## config.mk

```make
export PLATFORM = sky130hd
export DESIGN_NAME = can_tx_frame_loader_flat
export DESIGN_NICKNAME = d
export VERILOG_FILES = /design/src/rtl/can_tx_frame_loader_if.sv /design/src/rtl/can_tx_frame_loader.sv /design/src/flat_wrapper.sv
export SDC_FILE = /design/constraint.sdc
export NUM_CORES = 1
export LEC_CHECK = 0
export ABC_AREA = 1
export CAP_MARGIN = 15
export CORE_MARGIN = 2
export CORE_UTILIZATION = 50
export CTS_CLUSTER_DIAMETER = 100
export DETAILED_ROUTE_END_ITERATION = 16
export PLACE_DENSITY_LB_ADDON = 0.25
export SETUP_SLACK_MARGIN = 0.1
export SKIP_LAST_GASP = 1
export SLEW_MARGIN = 20
export SYNTH_ARGS = -nofsm -noshare
export SYNTH_HDL_FRONTEND = slang
export SYNTH_SLANG_ARGS = --single-unit
```

## constraint.sdc

```tcl
create_clock -name clk_i -period 3.9 [get_ports clk_i]
set_input_delay 0.78 -clock clk_i [delete_from_list [all_inputs] [get_ports clk_i]]
set_output_delay 0.78 -clock clk_i [all_outputs]
set_load 0.01 [all_outputs]
```

## src/rtl/can_tx_frame_loader_if.sv

```systemverilog
// -----------------------------------------------------------------------------
// can_tx_frame_loader_if
// Purpose : frame descriptor handshake between a host (master) and the CAN TX
//           frame loader (slave). A descriptor transfers when valid & ready.
// Signals : req_valid  descriptor valid            (master -> slave)
//           req_ready  descriptor accepted         (slave  -> master)
//           req_ide    1 = 29-bit ID, 0 = 11-bit ID
//           req_rtr    remote frame
//           req_dlc    data length code
//           req_id     identifier (std ID in [10:0])
//           req_data   payload, byte0 = [7:0] ... byte7 = [63:56]
// -----------------------------------------------------------------------------
interface can_tx_frame_loader_if;
   logic        req_valid;
   logic        req_ready;
   logic        req_ide;
   logic        req_rtr;
   logic [3:0]  req_dlc;
   logic [28:0] req_id;
   logic [63:0] req_data;

   modport master (
      output req_valid, req_ide, req_rtr, req_dlc, req_id, req_data,
      input  req_ready
   );

   modport slave (
      input  req_valid, req_ide, req_rtr, req_dlc, req_id, req_data,
      output req_ready
   );
endinterface

```

## src/rtl/can_tx_frame_loader.sv

```systemverilog
// -----------------------------------------------------------------------------
// can_tx_frame_loader
// Purpose : host-side sequencer for an SJA1000 PeliCAN core. Accepts one frame
//           descriptor, polls SR until the TX buffer is free, loads frame info,
//           ID and data into the TX buffer, requests transmission via CMR and
//           polls SR until transmission completes. A TX timeout aborts the frame.
// Ports   : clk_i             system clock
//           reg_rst_i         synchronous reset, active-high
//           req               descriptor handshake (slave modport)
//           reg_we_o / reg_addr_write_o / reg_data_o   core register write
//           reg_re_o / reg_addr_read_o / reg_data_i    core register read
//           tx_we_o / tx_addr_o / tx_data_o            TX buffer byte write
//           busy_o            high from accept until done_o
//           done_o            one-cycle completion pulse
//           status_o          00 ok, 01 TX buffer never free, 10 TX aborted
// -----------------------------------------------------------------------------
module can_tx_frame_loader #(
   parameter int unsigned RD_LAT      = 1,
   parameter int unsigned TIMEOUT_CYC = 65535
) (
   input  logic                         clk_i,
   input  logic                         reg_rst_i,
   can_tx_frame_loader_if.slave         req,
   output logic                         reg_we_o,
   output logic [7:0]                   reg_addr_write_o,
   output logic [7:0]                   reg_data_o,
   output logic                         reg_re_o,
   output logic [7:0]                   reg_addr_read_o,
   input  logic [7:0]                   reg_data_i,
   output logic                         tx_we_o,
   output logic [3:0]                   tx_addr_o,
   output logic [7:0]                   tx_data_o,
   output logic                         busy_o,
   output logic                         done_o,
   output logic [1:0]                   status_o
);

   localparam logic [7:0]  AddrCmr    = 8'd1;
   localparam logic [7:0]  AddrSr     = 8'd2;
   localparam logic [7:0]  LatLast    = 8'(RD_LAT - 1);
   localparam logic [15:0] TimeoutVal = 16'(TIMEOUT_CYC);

   typedef enum logic [3:0] {
      StIdle, StTbsRd, StTbsWt, StLoad, StCmd, StTcsRd, StTcsWt, StAbort, StDone
   } state_t;

   state_t      r_state, w_state_d;
   logic        r_ide, r_rtr;
   logic [3:0]  r_dlc;
   logic [28:0] r_id;
   logic [63:0] r_data;
   logic [15:0] r_cnt;
   logic [7:0]  r_wait;
   logic [3:0]  r_idx;
   logic [1:0]  r_status, w_status_d;

   logic [3:0]  w_nbytes, w_hdr, w_last, w_dsel;
   logic [7:0]  w_tx_byte;
   logic        w_sample, w_timeout, w_poll;
   logic        w_unused_rd;

   // Only TBS (bit2) and TCS (bit3) of SR matter here.
   assign w_unused_rd = ^{reg_data_i[7:4], reg_data_i[1:0]};

   // dlc 9..15 still carries 8 data bytes; remote frames carry none.
   assign w_nbytes  = r_rtr ? 4'd0 : ((r_dlc > 4'd8) ? 4'd8 : r_dlc);
   assign w_hdr     = r_ide ? 4'd5 : 4'd3;
   assign w_last    = w_hdr + w_nbytes - 4'd1;
   assign w_dsel    = r_idx - w_hdr;
   assign w_sample  = (r_wait == LatLast);
   assign w_timeout = (r_cnt >= TimeoutVal);
   assign w_poll    = (r_state == StTbsRd) || (r_state == StTbsWt) ||
                      (r_state == StTcsRd) || (r_state == StTcsWt);

   always_comb begin
      w_tx_byte = 8'h00;
      if (r_idx == 4'd0) begin
         w_tx_byte = {r_ide, r_rtr, 2'b00, r_dlc};
      end else if (r_idx < w_hdr) begin
         if (r_ide) begin
            case (r_idx)
               4'd1:    w_tx_byte = r_id[28:21];
               4'd2:    w_tx_byte = r_id[20:13];
               4'd3:    w_tx_byte = r_id[12:5];
               default: w_tx_byte = {r_id[4:0], 3'b000};
            endcase
         end else begin
            w_tx_byte = (r_idx == 4'd1) ? r_id[10:3] : {r_id[2:0], 5'b00000};
         end
      end else begin
         w_tx_byte = r_data[{w_dsel[2:0], 3'b000} +: 8];
      end
   end

   always_comb begin
      w_state_d        = r_state;
      w_status_d       = r_status;
      req.req_ready    = 1'b0;
      reg_we_o         = 1'b0;
      reg_addr_write_o = 8'h00;
      reg_data_o       = 8'h00;
      reg_re_o         = 1'b0;
      reg_addr_read_o  = 8'h00;
      tx_we_o          = 1'b0;
      tx_addr_o        = 4'h0;
      tx_data_o        = 8'h00;
      done_o           = 1'b0;
      unique case (r_state)
         StIdle: begin
            req.req_ready = 1'b1;
            if (req.req_valid) w_state_d = StTbsRd;
         end
         StTbsRd: begin
            reg_re_o        = 1'b1;
            reg_addr_read_o = AddrSr;
            w_state_d       = StTbsWt;
         end
         StTbsWt: begin
            if (w_sample) begin
               if (reg_data_i[2]) begin
                  w_state_d = StLoad;
               end else if (w_timeout) begin
                  w_state_d  = StDone;
                  w_status_d = 2'b01;
               end else begin
                  w_state_d = StTbsRd;
               end
            end
         end
         StLoad: begin
            tx_we_o   = 1'b1;
            tx_addr_o = r_idx;
            tx_data_o = w_tx_byte;
            if (r_idx == w_last) w_state_d = StCmd;
         end
         StCmd: begin
            reg_we_o         = 1'b1;
            reg_addr_write_o = AddrCmr;
            reg_data_o       = 8'h01;
            w_state_d        = StTcsRd;
         end
         StTcsRd: begin
            reg_re_o        = 1'b1;
            reg_addr_read_o = AddrSr;
            w_state_d       = StTcsWt;
         end
         StTcsWt: begin
            if (w_sample) begin
               if (reg_data_i[3]) begin
                  w_state_d  = StDone;
                  w_status_d = 2'b00;
               end else if (w_timeout) begin
                  w_state_d = StAbort;
               end else begin
                  w_state_d = StTcsRd;
               end
            end
         end
         StAbort: begin
            reg_we_o         = 1'b1;
            reg_addr_write_o = AddrCmr;
            reg_data_o       = 8'h02;
            w_state_d        = StDone;
            w_status_d       = 2'b10;
         end
         StDone: begin
            done_o    = 1'b1;
            w_state_d = StIdle;
         end
         default: w_state_d = StIdle;
      endcase
   end

   assign busy_o   = (r_state != StIdle);
   assign status_o = r_status;

   always_ff @(posedge clk_i) begin
      if (reg_rst_i) begin
         r_state  <= StIdle;
         r_status <= 2'b00;
         r_ide    <= 1'b0;
         r_rtr    <= 1'b0;
         r_dlc    <= 4'h0;
         r_id     <= '0;
         r_data   <= '0;
         r_cnt    <= 16'h0000;
         r_wait   <= 8'h00;
         r_idx    <= 4'h0;
      end else begin
         r_state  <= w_state_d;
         r_status <= w_status_d;
         if (r_state == StIdle && req.req_valid) begin
            r_ide  <= req.req_ide;
            r_rtr  <= req.req_rtr;
            r_dlc  <= req.req_dlc;
            r_id   <= req.req_id;
            r_data <= req.req_data;
            r_cnt  <= 16'h0000;
         end else if (r_state == StCmd) begin
            r_cnt <= 16'h0000;
         end else if (w_poll && r_cnt != 16'hFFFF) begin
            // Saturate so a full-range timeout never wraps before it is seen.
            r_cnt <= r_cnt + 16'h0001;
         end
         if (r_state == StTbsWt || r_state == StTcsWt) r_wait <= r_wait + 8'h01;
         else                                          r_wait <= 8'h00;
         if (r_state == StLoad) r_idx <= r_idx + 4'h1;
         else                   r_idx <= 4'h0;
      end
   end

endmodule

```

## src/flat_wrapper.sv

```systemverilog
// flat-port wrapper written by rule: the top's interface ports become plain ports
module can_tx_frame_loader_flat 
#(
   parameter int unsigned RD_LAT      = 1,
   parameter int unsigned TIMEOUT_CYC = 65535
)
  (clk_i, reg_rst_i, reg_we_o, reg_addr_write_o, reg_data_o, reg_re_o, reg_addr_read_o, reg_data_i, tx_we_o, tx_addr_o, tx_data_o, busy_o, done_o, status_o, req_req_valid, req_req_ide, req_req_rtr, req_req_dlc, req_req_id, req_req_data, req_req_ready);
  can_tx_frame_loader_if req_i ();
  input  logic clk_i;
  input  logic reg_rst_i;
  output logic reg_we_o;
  output logic [7:0] reg_addr_write_o;
  output logic [7:0] reg_data_o;
  output logic reg_re_o;
  output logic [7:0] reg_addr_read_o;
  input  logic [7:0] reg_data_i;
  output logic tx_we_o;
  output logic [3:0] tx_addr_o;
  output logic [7:0] tx_data_o;
  output logic busy_o;
  output logic done_o;
  output logic [1:0] status_o;
  input wire logic [$bits(req_i.req_valid)-1:0] req_req_valid;
  input wire logic [$bits(req_i.req_ide)-1:0] req_req_ide;
  input wire logic [$bits(req_i.req_rtr)-1:0] req_req_rtr;
  input wire logic [$bits(req_i.req_dlc)-1:0] req_req_dlc;
  input wire logic [$bits(req_i.req_id)-1:0] req_req_id;
  input wire logic [$bits(req_i.req_data)-1:0] req_req_data;
  output wire logic [$bits(req_i.req_ready)-1:0] req_req_ready;
  assign req_i.req_valid = req_req_valid;
  assign req_i.req_ide = req_req_ide;
  assign req_i.req_rtr = req_req_rtr;
  assign req_i.req_dlc = req_req_dlc;
  assign req_i.req_id = req_req_id;
  assign req_i.req_data = req_req_data;
  assign req_req_ready = req_i.req_ready;
  can_tx_frame_loader #(.RD_LAT(RD_LAT), .TIMEOUT_CYC(TIMEOUT_CYC)) u_core (.clk_i(clk_i), .reg_rst_i(reg_rst_i), .req(req_i), .reg_we_o(reg_we_o), .reg_addr_write_o(reg_addr_write_o), .reg_data_o(reg_data_o), .reg_re_o(reg_re_o), .reg_addr_read_o(reg_addr_read_o), .reg_data_i(reg_data_i), .tx_we_o(tx_we_o), .tx_addr_o(tx_addr_o), .tx_data_o(tx_data_o), .busy_o(busy_o), .done_o(done_o), .status_o(status_o));
endmodule
```

; Yosys cells after proc, flatten, opt, wreduce, memory -nomap -nowiden
; Cells that the tools add are included.
; W data, S select, Z words.
[totals]
output_inout_bits = 44
word_cells = 93
in_bits = 110
reg_bits = 133
[op_classes]
n_eq_ne = 20
order_cmp = 3
shift = 1
reduce_logical = 18
n_mux = 33
bitwise_logic = 2
add_sub_neg = 6
[op_table]
columns = operator, count
row1 = $shiftx A64 B7 Y8, 1
row2 = $mux W4, 10
row3 = $mux W8, 5
row4 = $pmux W4 S8, 1
row5 = $pmux W8 S3, 1
row6 = $add A16 B1 Y16 const B, 1
row7 = $eq A4 B2 Y1 const B, 4
row8 = $eq A4 B3 Y1 const B, 4
row9 = $ge A16 B16 Y1 const B, 1
row10 = $ne A16 B16 Y1 const B, 1
row11 = $mux W2, 7
row12 = $add A8 B1 Y8 const B, 1
row13 = $eq A4 B1 Y1 const B, 2
row14 = $logic_not A4 Y1, 2
row15 = $logic_not A8 Y1, 1
row16 = $ne A2 B1 Y1 const B, 4
row17 = $reduce_or A2 Y1, 4
row18 = $mux W1, 6
row19 = $ne A2 B2 Y1 const B, 3
row20 = $pmux W2 S3, 1
row21 = $reduce_and A6 Y1, 1
row22 = $add A4 B1 Y4 const B, 1
row23 = $add A4 B4 Y4, 1
row24 = $eq A4 B4 Y1, 1
row25 = other kinds (14), 19

; Longest topological paths before layout
[depth]
word_depth = 8
mapped_depth = 16
mapped_depth_nobuf = 15

; Least setup slack after synthesis
; Ideal clock, no wire load.
[synth_path]
kind = reg-to-output
start = register u_core.r_ide
end = output tx_data_o[3]
n_path_buf = 3
path_stages_with_launch = 13
path_slack_ns = 0.828
required_ns = 3.120
arrival_time_ns = 2.292
cell_sequence = dfxtp_1 -> clkbuf_1 -> inv_1 -> clkbuf_1 -> fa_1 -> inv_2 -> buf_2 -> o211ai_1 -> nand3_1 -> nand2_1 -> o21ai_0 -> nor2_1 -> nor2_1
[synth_between]
elab_chain_cells = 6
[synth_rtl]
columns = element, line_no
row1 = "start, declared", can_tx_frame_loader.sv:48  ; logic r_ide, r_rtr;
row2 = "start signal, assigned", can_tx_frame_loader.sv:193  ; r_ide <= req.req_ide;
row3 = $mux W3, can_tx_frame_loader.sv:67  ; assign w_hdr = r_ide ? 4'd5 : 4'd3;
row4 = $sub A3 B3 Y3, can_tx_frame_loader.sv:69  ; assign w_dsel = r_idx - w_hdr;
row5 = $shiftx A64 B7 Y8, can_tx_frame_loader.sv:91  ; w_tx_byte = r_data[{w_dsel[2:0], 3'b000} +: 8];
row6 = $mux W8 (*), can_tx_frame_loader.sv:79  ; end else if (r_idx < w_hdr) begin
row7 = $mux W8 (*), can_tx_frame_loader.sv:77  ; if (r_idx == 4'd0) begin
row8 = $mux W8 (*), can_tx_frame_loader.sv:108  ; unique case (r_state)
row9 = "end, declared", flat_wrapper.sv:19  ; output logic [7:0] tx_data_o;
; Every way passes the cells marked *; elsewhere a longest branch is shown, timed or not.

; Worst setup path after layout
[layout_path]
start = register u_core.r_ide
end = output tx_data_o[1]
; The elaborated chain is that of the path after synthesis.

==> results.toml <==
[place]
dp_cells = 1222
dp_hpwl_um = 11360
postPlaceCellArea_mm2 = 0.007869
gp_congestion = 0.9036
place.port_buffers = 127

[setup_path]
max_stage_delay_ps = 610
cp_slowest_cell = "fa_2"
crit_buf_inv = 3
cp.required_ps = 3120
worstSetupEndpointType = "output port"
critPathKind = "register to output port"
worstPathArrival_ps = 2860
crit_chain = "inv_1 > fa_2 > buf_6 > a21oi_1 > o21ai_0 > nand3_1 > nand3_1 > nand2_1 > a21oi_1 > dlygate4sd2_1"
path_max_fanout = 14
critPathTopFamily = "buffers and inverters"
startpoint_type = "register"

[clock_tree]
cts_sinks = 133
cts_buffers = 17
clkTransAtPathRegs_ps = 60
clk_path_buf_depth = 2
root_buffer = "clkbuf_16"
cts_resized = 12
htreeDepth = 4
cts_setup_buffers = 0
cts_hold_buf = 0
cts_tree = "done"
worstSkewPairLatency_ps = 430

[cells_and_area]
instances_no_fill = 1254
postLayoutCoreUtil_pct = 65.18
area_growth_syn_to_layout_pct = 28.31
nNetsFinal = 1186
drive_gt1_share_pct = 5.566
final_area_mm2 = 0.008528
antenna_cells = 0

[drt]
initialDrtViolationCount = 517
post_drt_wl_per_cell_um = 13.37
firstDrtPassIters = 5
finalWirelength_um = 16770
routed_via_density = 5.137
drcViolationCount = 0
num_vias = 6442
ant_nets = 0

[pwr]
power_uw = 5138
cellLeakagePower_uw = 0.003460
ir_worst_vdd_uv = 378.3
power_density_mw_per_mm2 = 602.5

[global_route]
antenna_found_initial = 0
grt_pass1_wl_um = 27680
grt_overflow = 0
grt.total_usage_pct = 24.20
grt_pass1_vias = 5992
grt_max_degree = 155

[logic_synthesis]
synth-simple-area-share_pct = 22.16
synth-xor-area-share_pct = 0.5271
yosysWarningCount = 0
synth_top_family_by_area = "simple AND/OR/NAND/NOR gates"
avgSynthCellArea_um2 = 6.902
ys_async_sr_fraction_pct = 0
syn_area_mm2 = 0.006646
yosysSeqAreaShare_pct = 40.06
synth_compound_area_share_pct = 22.08
synth_seq_cells = 133
synth_mux_area_share_pct = 0
yosys.area_share.adder_pct = 2.297
synthDistinctLibCells = 40
postSynthCellCount = 963
synth_flop_cell = "dfxtp_1"
synth_edf_count = 0

[floorplan]
rows = 42
die_area_mm2 = 0.01423
io_pins = 154
die_y_um = 119.3
initial_core_util_pct = 50.79
coreArea_mm2 = 0.01309
die_w_um = 119.3

[sta]
finalCriticalPeriod_ps = 3642
worstMarginPinSlew_ps = 686.5
finalSetupTns_ps = 0
timing.final.hold_violations = 0
worst_clock_skew_ps = 6.202
max_freq_ghz = 0.2746
drv_slew = 0
timing.slew.headroom_pct = 54.16
post-route-period-util_pct = 93.38
rsz0062_at_grt = "false"
setup_viol = 0

[min_path]
hold_class = "register to register"

[run_status]
status = "finished clean"

[job]
cap_violations = 0
-- cell families (layout without fill, tap and decap cells) --
kind of cell	Yosys count	after routing
simple gates	342	342
fa+ha+maj	11	11
other cells	1	20
compound gates	286	286
xor+xnor	4	4
flops	133	133
buf+inv	186	282
-- placed cells by master, fill, tap and decap left out, drive strengths merged --
cell type | synthesis | routed
bufinv | 0 | 4
a211oi | 1 | 1
o211ai | 8 | 8
xnor2 | 2 | 2
nand2 | 112 | 112
or2 | 3 | 3
o22ai | 3 | 3
clkdlybuf4s50 | 0 | 119
clkbuf | 28 | 20
nand3 | 49 | 49
o2111ai | 1 | 1
nor3b | 2 | 2
o21bai | 1 | 1
a21oi | 111 | 111
o21ai | 161 | 161
nor2 | 152 | 152
dlymetal6s2s | 0 | 3
dfxtp | 133 | 133
conb | 1 | 20
nand4 | 9 | 9
clkinv | 0 | 4
dlygate4sd2 | 0 | 5
ha | 9 | 9
clkinvlp | 0 | 3
fa | 2 | 2
buf | 41 | 6
nor4 | 2 | 2
nor3 | 11 | 11
and2 | 1 | 1
inv | 117 | 118
xor2 | 2 | 2
nand3b | 1 | 1
-- routing by layer --
layer / GRT usage, % / vias to the layer above / routed length (um)
li1: - / 3312 / -
met4: 9.412 / 0 / 363
met1: 31.32 / 2916 / 7768
met5: 0 / - / 0
met2: 39.30 / 189 / 7723
met3: 5.556 / 25 / 910
-- worst paths after layout --
check                                 from                        endpoint  slack [ps]  depth (start not counted)
min          u_core.r_data[8]$_SDFFE_PP0P_   u_core.r_data[8]$_SDFFE_PP0P_         450                          2
max              u_core.r_ide$_SDFFE_PP0P_                    tx_data_o[1]         260                         10
max reg2reg      u_core.r_ide$_SDFFE_PP0P_  u_core.r_state[0]$_SDFFE_PP0P_        1700                         12
min reg2reg  u_core.r_data[8]$_SDFFE_PP0P_   u_core.r_data[8]$_SDFFE_PP0P_         450                          2
-- metrics by stage --
step                setup WS (ps)  hold WS [ps]
finish                      258.3         449.0
floorplan                   828.4         424.4
global route                197.3         468.8
CTS                         92.18         450.6
detailed placement          241.8         442.3
global placement            272.0         436.6
-- Yosys cell counts, drive strengths merged (2+ instances only) --
cell	number	area, um^2
xnor2	2	17.52
fa	2	40.04
buf	41	304.0
ha	9	112.6
nand4	9	56.30
o22ai	3	18.77
or2	3	18.77
nor2	152	613.1
o211ai	8	60.06
inv	117	441.7
dfxtp	133	2663
nor3	11	65.06
xor2	2	17.52
nand2	112	432.9
o21ai	161	805.8
clkbuf	28	106.4
nand3	49	245.2
nor3b	2	15.01
nor4	2	12.51
a21oi	111	559.3
-- cell type report --
class	instances	area, um^2
inverter	117	444.2
multi-input combinational	663	3211
timing repair buffer	133	1346
clock inverter	12	175.2
sequential	133	2665
tap	176	220.2
clock buffer	20	466.7
fill	1183	4557
-- worst register-to-register path: stages (launching register included) --
cell and delay [ps]:
dfxtp_2 370, inv_1 190, ha_1 190, inv_1 50, fa_1 520, inv_1 40
nand2_1 50, nand2_1 40, nor2_1 90, nand3_1 110, a21oi_1 230, nand3_1 100
a21oi_1 150
-- flip-flops by register name, indices dropped and copies added, names as in the netlist --
name,cells
u_core.r_dlc,4
u_core.status_o,2
u_core.r_cnt,16
u_core.r_wait,8
u_core.r_data,64
u_core.r_idx,4
u_core.r_id,29
u_core.r_state,4
u_core.r_ide,1
u_core.r_rtr,1
-- power breakdown --
group / total, uW / switching, uW / internal, uW
clock: 1710 / 595 / 1120
combinational: 1560 / 991 / 573
sequential: 1860 / 154 / 1710
total: 5140 / 1740 / 3400
Power figures use the tool's default switching activity.
==> edit 1: new RTL, same settings <==
Make the reset (`reg_rst_i`) asynchronous in one clocked block. Comments in the files are not updated.
--- a/src/rtl/can_tx_frame_loader.sv
+++ b/src/rtl/can_tx_frame_loader.sv
@@ -174,7 +174,7 @@
    assign busy_o   = (r_state != StIdle);
    assign status_o = r_status;
 
-   always_ff @(posedge clk_i) begin
+   always_ff @(posedge clk_i or posedge reg_rst_i) begin
       if (reg_rst_i) begin
          r_state  <= StIdle;
          r_status <= 2'b00;
Formal check against the unedited RTL: differs if reg_rst_i is asserted again (counterexample within 4 cycles, from zero or initial values and one cycle with reg_rst_i high); with reg_rst_i held inactive, the same outputs for 10 cycles.
==> edit 1 against the original RTL <==
Worst setup slack better by 130 ps; clock skew is 3.7 ps higher; synthesized area is 9.8% higher; register-to-register slack better by 70 ps; sequential power is 23% higher; power is 30% higher; routed wire length is 11% higher; die area is 9.5% higher; clock power is 4% lower; first-iteration DRC count is 23% higher; sequential cell count stayed put; cell area is 8.9% higher; critical endpoint is now tx_data_o[7].
==> edit 1: results (changes against the original RTL) <==
status: finished, final reports clean
CP endpoint: tx_data_o[7]
post-synthesis adder-cell area fraction: 2.09% (-0.21 points)
drt initial violations: 638 (+23%)
Synth Area in Compound Gates: 7.13% (-15 points)
clk_skew: 9.92 ps (+3.72 ps)
DR vias/cell: 5.07 (-1.2%)
switching share of power: 40.2% (+6.3 points)
placed inst area: 8650 um^2 (+9.9%)
final period utilization: 90.0% (-3.3 points)
share of layout cells above drive strength 1: 6.51% (+0.94 points)
worst slew pin tran: 852 ps (+166 ps)
CP arrival: 2730 ps (-130 ps)
dpl cells: 1289 (+5.5%)
number of global-route vias before repair: 6432 (+7.3%)
Lkg Pwr: 0.00469 uW (+36%)
reg-to-reg endpoint: u_core.r_state[1]
Design Area, Final: 9290 um^2 (+8.9%)
WL final: 18600 um (+11%)
first-pass GRT wire length: 31100 um (+12%)
Int Power: 4010 uW (+18%)
sequential power: 2280 uW (+23%)
worst reg2reg startpoint: u_core.r_dlc[3]
gpl congestion: 0.886 (-2.0%)
CP max-delay cell: fa_1
edit 1: cell types whose count changed in the layout (fill, tap and decap cells not counted), sizes merged, moves of 84 or more:
cell   change
a21oi     -84
dfrtp    +133
dfxtp    -133
nand2    +329
nor2      -87
o21ai    -104
edit 1: worst min-delay path by stage:
| stage | from | to | slack (ps) | depth (start not counted) |
|---|---|---|---|---|
| final | u_core.r_data[2] | u_core.r_data[2] | 470 | 2 |
| after global routing | u_core.r_data[11] | u_core.r_data[11] | 490 | 2 |
| after CTS | u_core.r_data[2] | u_core.r_data[2] | 470 | 2 |
| after detailed placement | u_core.r_data[8] | u_core.r_data[8] | 460 | 2 |
| after global placement | u_core.r_data[6] | u_core.r_data[6] | 450 | 2 |
| after floorplan | u_core.r_data[32] | u_core.r_data[32] | 440 | 2 |
edit 1: critical path: cells and delay by family, from the launching register on:
kind | cells | cell delay, ps
AOI/OAI and AO/OA | 1 | 210
adders and majority gates | 1 | 560
buffers and inverters | 5 | 780
DFF | 1 | 380
and+or+nand+nor | 5 | 380
edit 1: cell type report:
class,count,area (um^2)
fillers,1296,5140
multi-input cells,752,3380
flip-flops and latches,133,3330
repair buffers,145,1450
clock buffers,23,478
inverters,76,290
well taps,184,230
clock inverters,8,124
edit 1: cells by family (layout without fill, tap and decap cells):
kind of cell | Yosys count | after routing
other cells | 1 | 20
compound gates | 96 | 96
simple gates | 619 | 619
flops | 133 | 133
xor+xnor | 6 | 6
buf+inv | 137 | 252
fa+ha+maj | 11 | 11
edit 1: per-layer routing:
metal | share of wire, % | wire length (um) | GRT usage, %
met5 | 0 | 0 | 0
met4 | 1.9 | 354 | 8.17
met3 | 5.6 | 1040 | 5.33
met2 | 46 | 8600 | 38.7
met1 | 46 | 8570 | 34.6
==> edit 2: new RTL, same settings <==
Made on the original files. `TIMEOUT_CYC` is set to 65535 in 2 places; all go to 49151.
--- a/src/rtl/can_tx_frame_loader.sv
+++ b/src/rtl/can_tx_frame_loader.sv
@@ -16,7 +16,7 @@
 // -----------------------------------------------------------------------------
 module can_tx_frame_loader #(
    parameter int unsigned RD_LAT      = 1,
-   parameter int unsigned TIMEOUT_CYC = 65535
+   parameter int unsigned TIMEOUT_CYC = 49151
 ) (
    input  logic                         clk_i,
    input  logic                         reg_rst_i,
--- a/src/flat_wrapper.sv
+++ b/src/flat_wrapper.sv
@@ -2,7 +2,7 @@
 module can_tx_frame_loader_flat 
 #(
    parameter int unsigned RD_LAT      = 1,
-   parameter int unsigned TIMEOUT_CYC = 65535
+   parameter int unsigned TIMEOUT_CYC = 49151
 )
   (clk_i, reg_rst_i, reg_we_o, reg_addr_write_o, reg_data_o, reg_re_o, reg_addr_read_o, reg_data_i, tx_we_o, tx_addr_o, tx_data_o, busy_o, done_o, status_o, req_req_valid, req_req_ide, req_req_rtr, req_req_dlc, req_req_id, req_req_data, req_req_ready);
   can_tx_frame_loader_if req_i ();
Function: same outputs for any inputs over 10 cycles, from zero or initial values and one cycle with reg_rst_i high; that may be too few to reach the edited logic, so the function may still have changed.
==> edit 2 against the original RTL <==
Cell count fell by 0.64%; cell area is 1.5% higher; routed wire length increased by 3.1%; synthesized area up 3.3%; worst setup slack got worse by 87 ps; sequential share of layout area fell by 0.43 points; count of clock-buffer cells in the layout is the same; sequential cell count is the same; power shrank 0.24%.
==> edit 2: results (changes against the original RTL) <==
Int Power: 3300 uW (-2.9%)
R2R Setup Slk: 1610 ps (-90 ps)
placed inst area: 8040 um^2 (+2.1%)
Top delay family on crit path: buffers and inverters
drt initial violations: 550 (+6.4%)
met3 usage: 5.83% (+0.27 points)
status: finished, final reports clean
Max clock buf depth: 2 (unchanged)
DR vias/cell: 5.22 (+1.6%)
Post-synth top cells: dfxtp_1 (133), nor2_1 (129), o21ai_0 (115), a21oi_1 (107), inv_1 (102)
GRT met1 Usage: 31.3% (-0.055 points)
Setup WS pre-CTS: 225 ps (-16.8 ps)
Area contributors post-synth: dfxtp_1 (39%), o21ai_0 (8.4%), a21oi_1 (7.8%)
Wirelength per Cell: 13.9 um (+3.8%)
gpl congestion: 0.944 (+4.5%)
All-Layer GR Usage: 24.2% (about the same)
starting density of the core: 51.4% (+0.64 points)
WL final: 17300 um (+3.1%)
number of global-route vias before repair: 5990 (-0.033%)
Crit Path Max Fanout: 13 (-1)
DP HPWL: 11700 um (+3.1%)
Lkg Pwr: 0.00343 uW (-0.78%)
Max rail drop VDD: 0.000356 V (-6.0%)
first-pass GRT wire length: 28200 um (+1.8%)
Yosys cell types: 48 (+20%)
max frequency: 268 MHz (-2.3%)
CP arrival: 2950 ps (+90 ps)
metal2 WL: 8140 um (+5.4%)
relative slew slack: 54.1% (about the same)
wire length on met3: 1140 um (+26%)
share of layout cells above drive strength 1: 8.88% (+3.3 points)
grt met2 use: 39.5% (+0.21 points)
Synth Warn #: 0 (unchanged)
largest net degree at the start of global routing: 158 (+1.9%)
cells after synthesis: 953 (-1.0%)
met1 wire length: 7640 um (-1.6%)
dpl cells: 1215 (-0.57%)
clk_skew: 5.91 ps (-0.289 ps)
hold_ws: 446 ps (-3.39 ps)
## edit 2: changes by cell type in the layout (fill, tap and decap cells not counted), sizes merged, moves of 3 or more
cell    before  now
nor2       152  138
o21ai      161  154
nand2      112  106
buf          6   10
a21boi       0    3
clkinv       4    7
## edit 2: power groups by stage
stage / combinational (uW) / clock, uW / sequential [uW]
final: 1660 / 1590 / 1880
after detailed placement: 1610 / 0 / 1890
after global routing: 1860 / 1670 / 1910
after global placement: 1590 / 0 / 1890
after CTS: 1650 / 1610 / 1870
after floorplan: 1320 / 0 / 1830
## edit 2: cells by family after synthesis
| kind of cell | after synthesis | synth area share [%] |
|---|---|---|
| XOR/XNOR | 6 | 1.04 |
| other | 1 | 0.0546 |
| AND/OR/NAND/NOR | 326 | 22.1 |
| adder cells (fa/ha/maj) | 11 | 2.22 |
| flip-flops | 133 | 38.8 |
| AO/OA/AOI/OAI | 287 | 22.0 |
| buffers and inverters | 189 | 13.8 |
## edit 2: area by class of cell
| type | count | area (um^2) |
|---|---|---|
| sequential | 133 | 2670 |
| multi-input combinational | 650 | 3340 |
| inverter | 119 | 459 |
| clock buffer | 20 | 467 |
| clock inverter | 11 | 126 |
| tap | 176 | 220 |
| fill | 1230 | 4700 |
| timing repair buffer | 137 | 1370 |
## edit 2: path summary, 6_finish.rpt
check | startpoint | to | depth (start not counted)
worst max-delay path | u_core.r_ide | tx_data_o[4] | 10
worst min register to register | u_core.r_data[40] | u_core.r_data[40] | 2
worst min-delay path | u_core.r_data[40] | u_core.r_data[40] | 2
worst max register to register | u_core.r_ide | u_core.r_state[2] | 14
## edit 2: timing repair
item	4_1_cts	5_1_grt
endpoints found under the setup margin	8	2
gates resized for setup	14	4
pin swaps	1	0
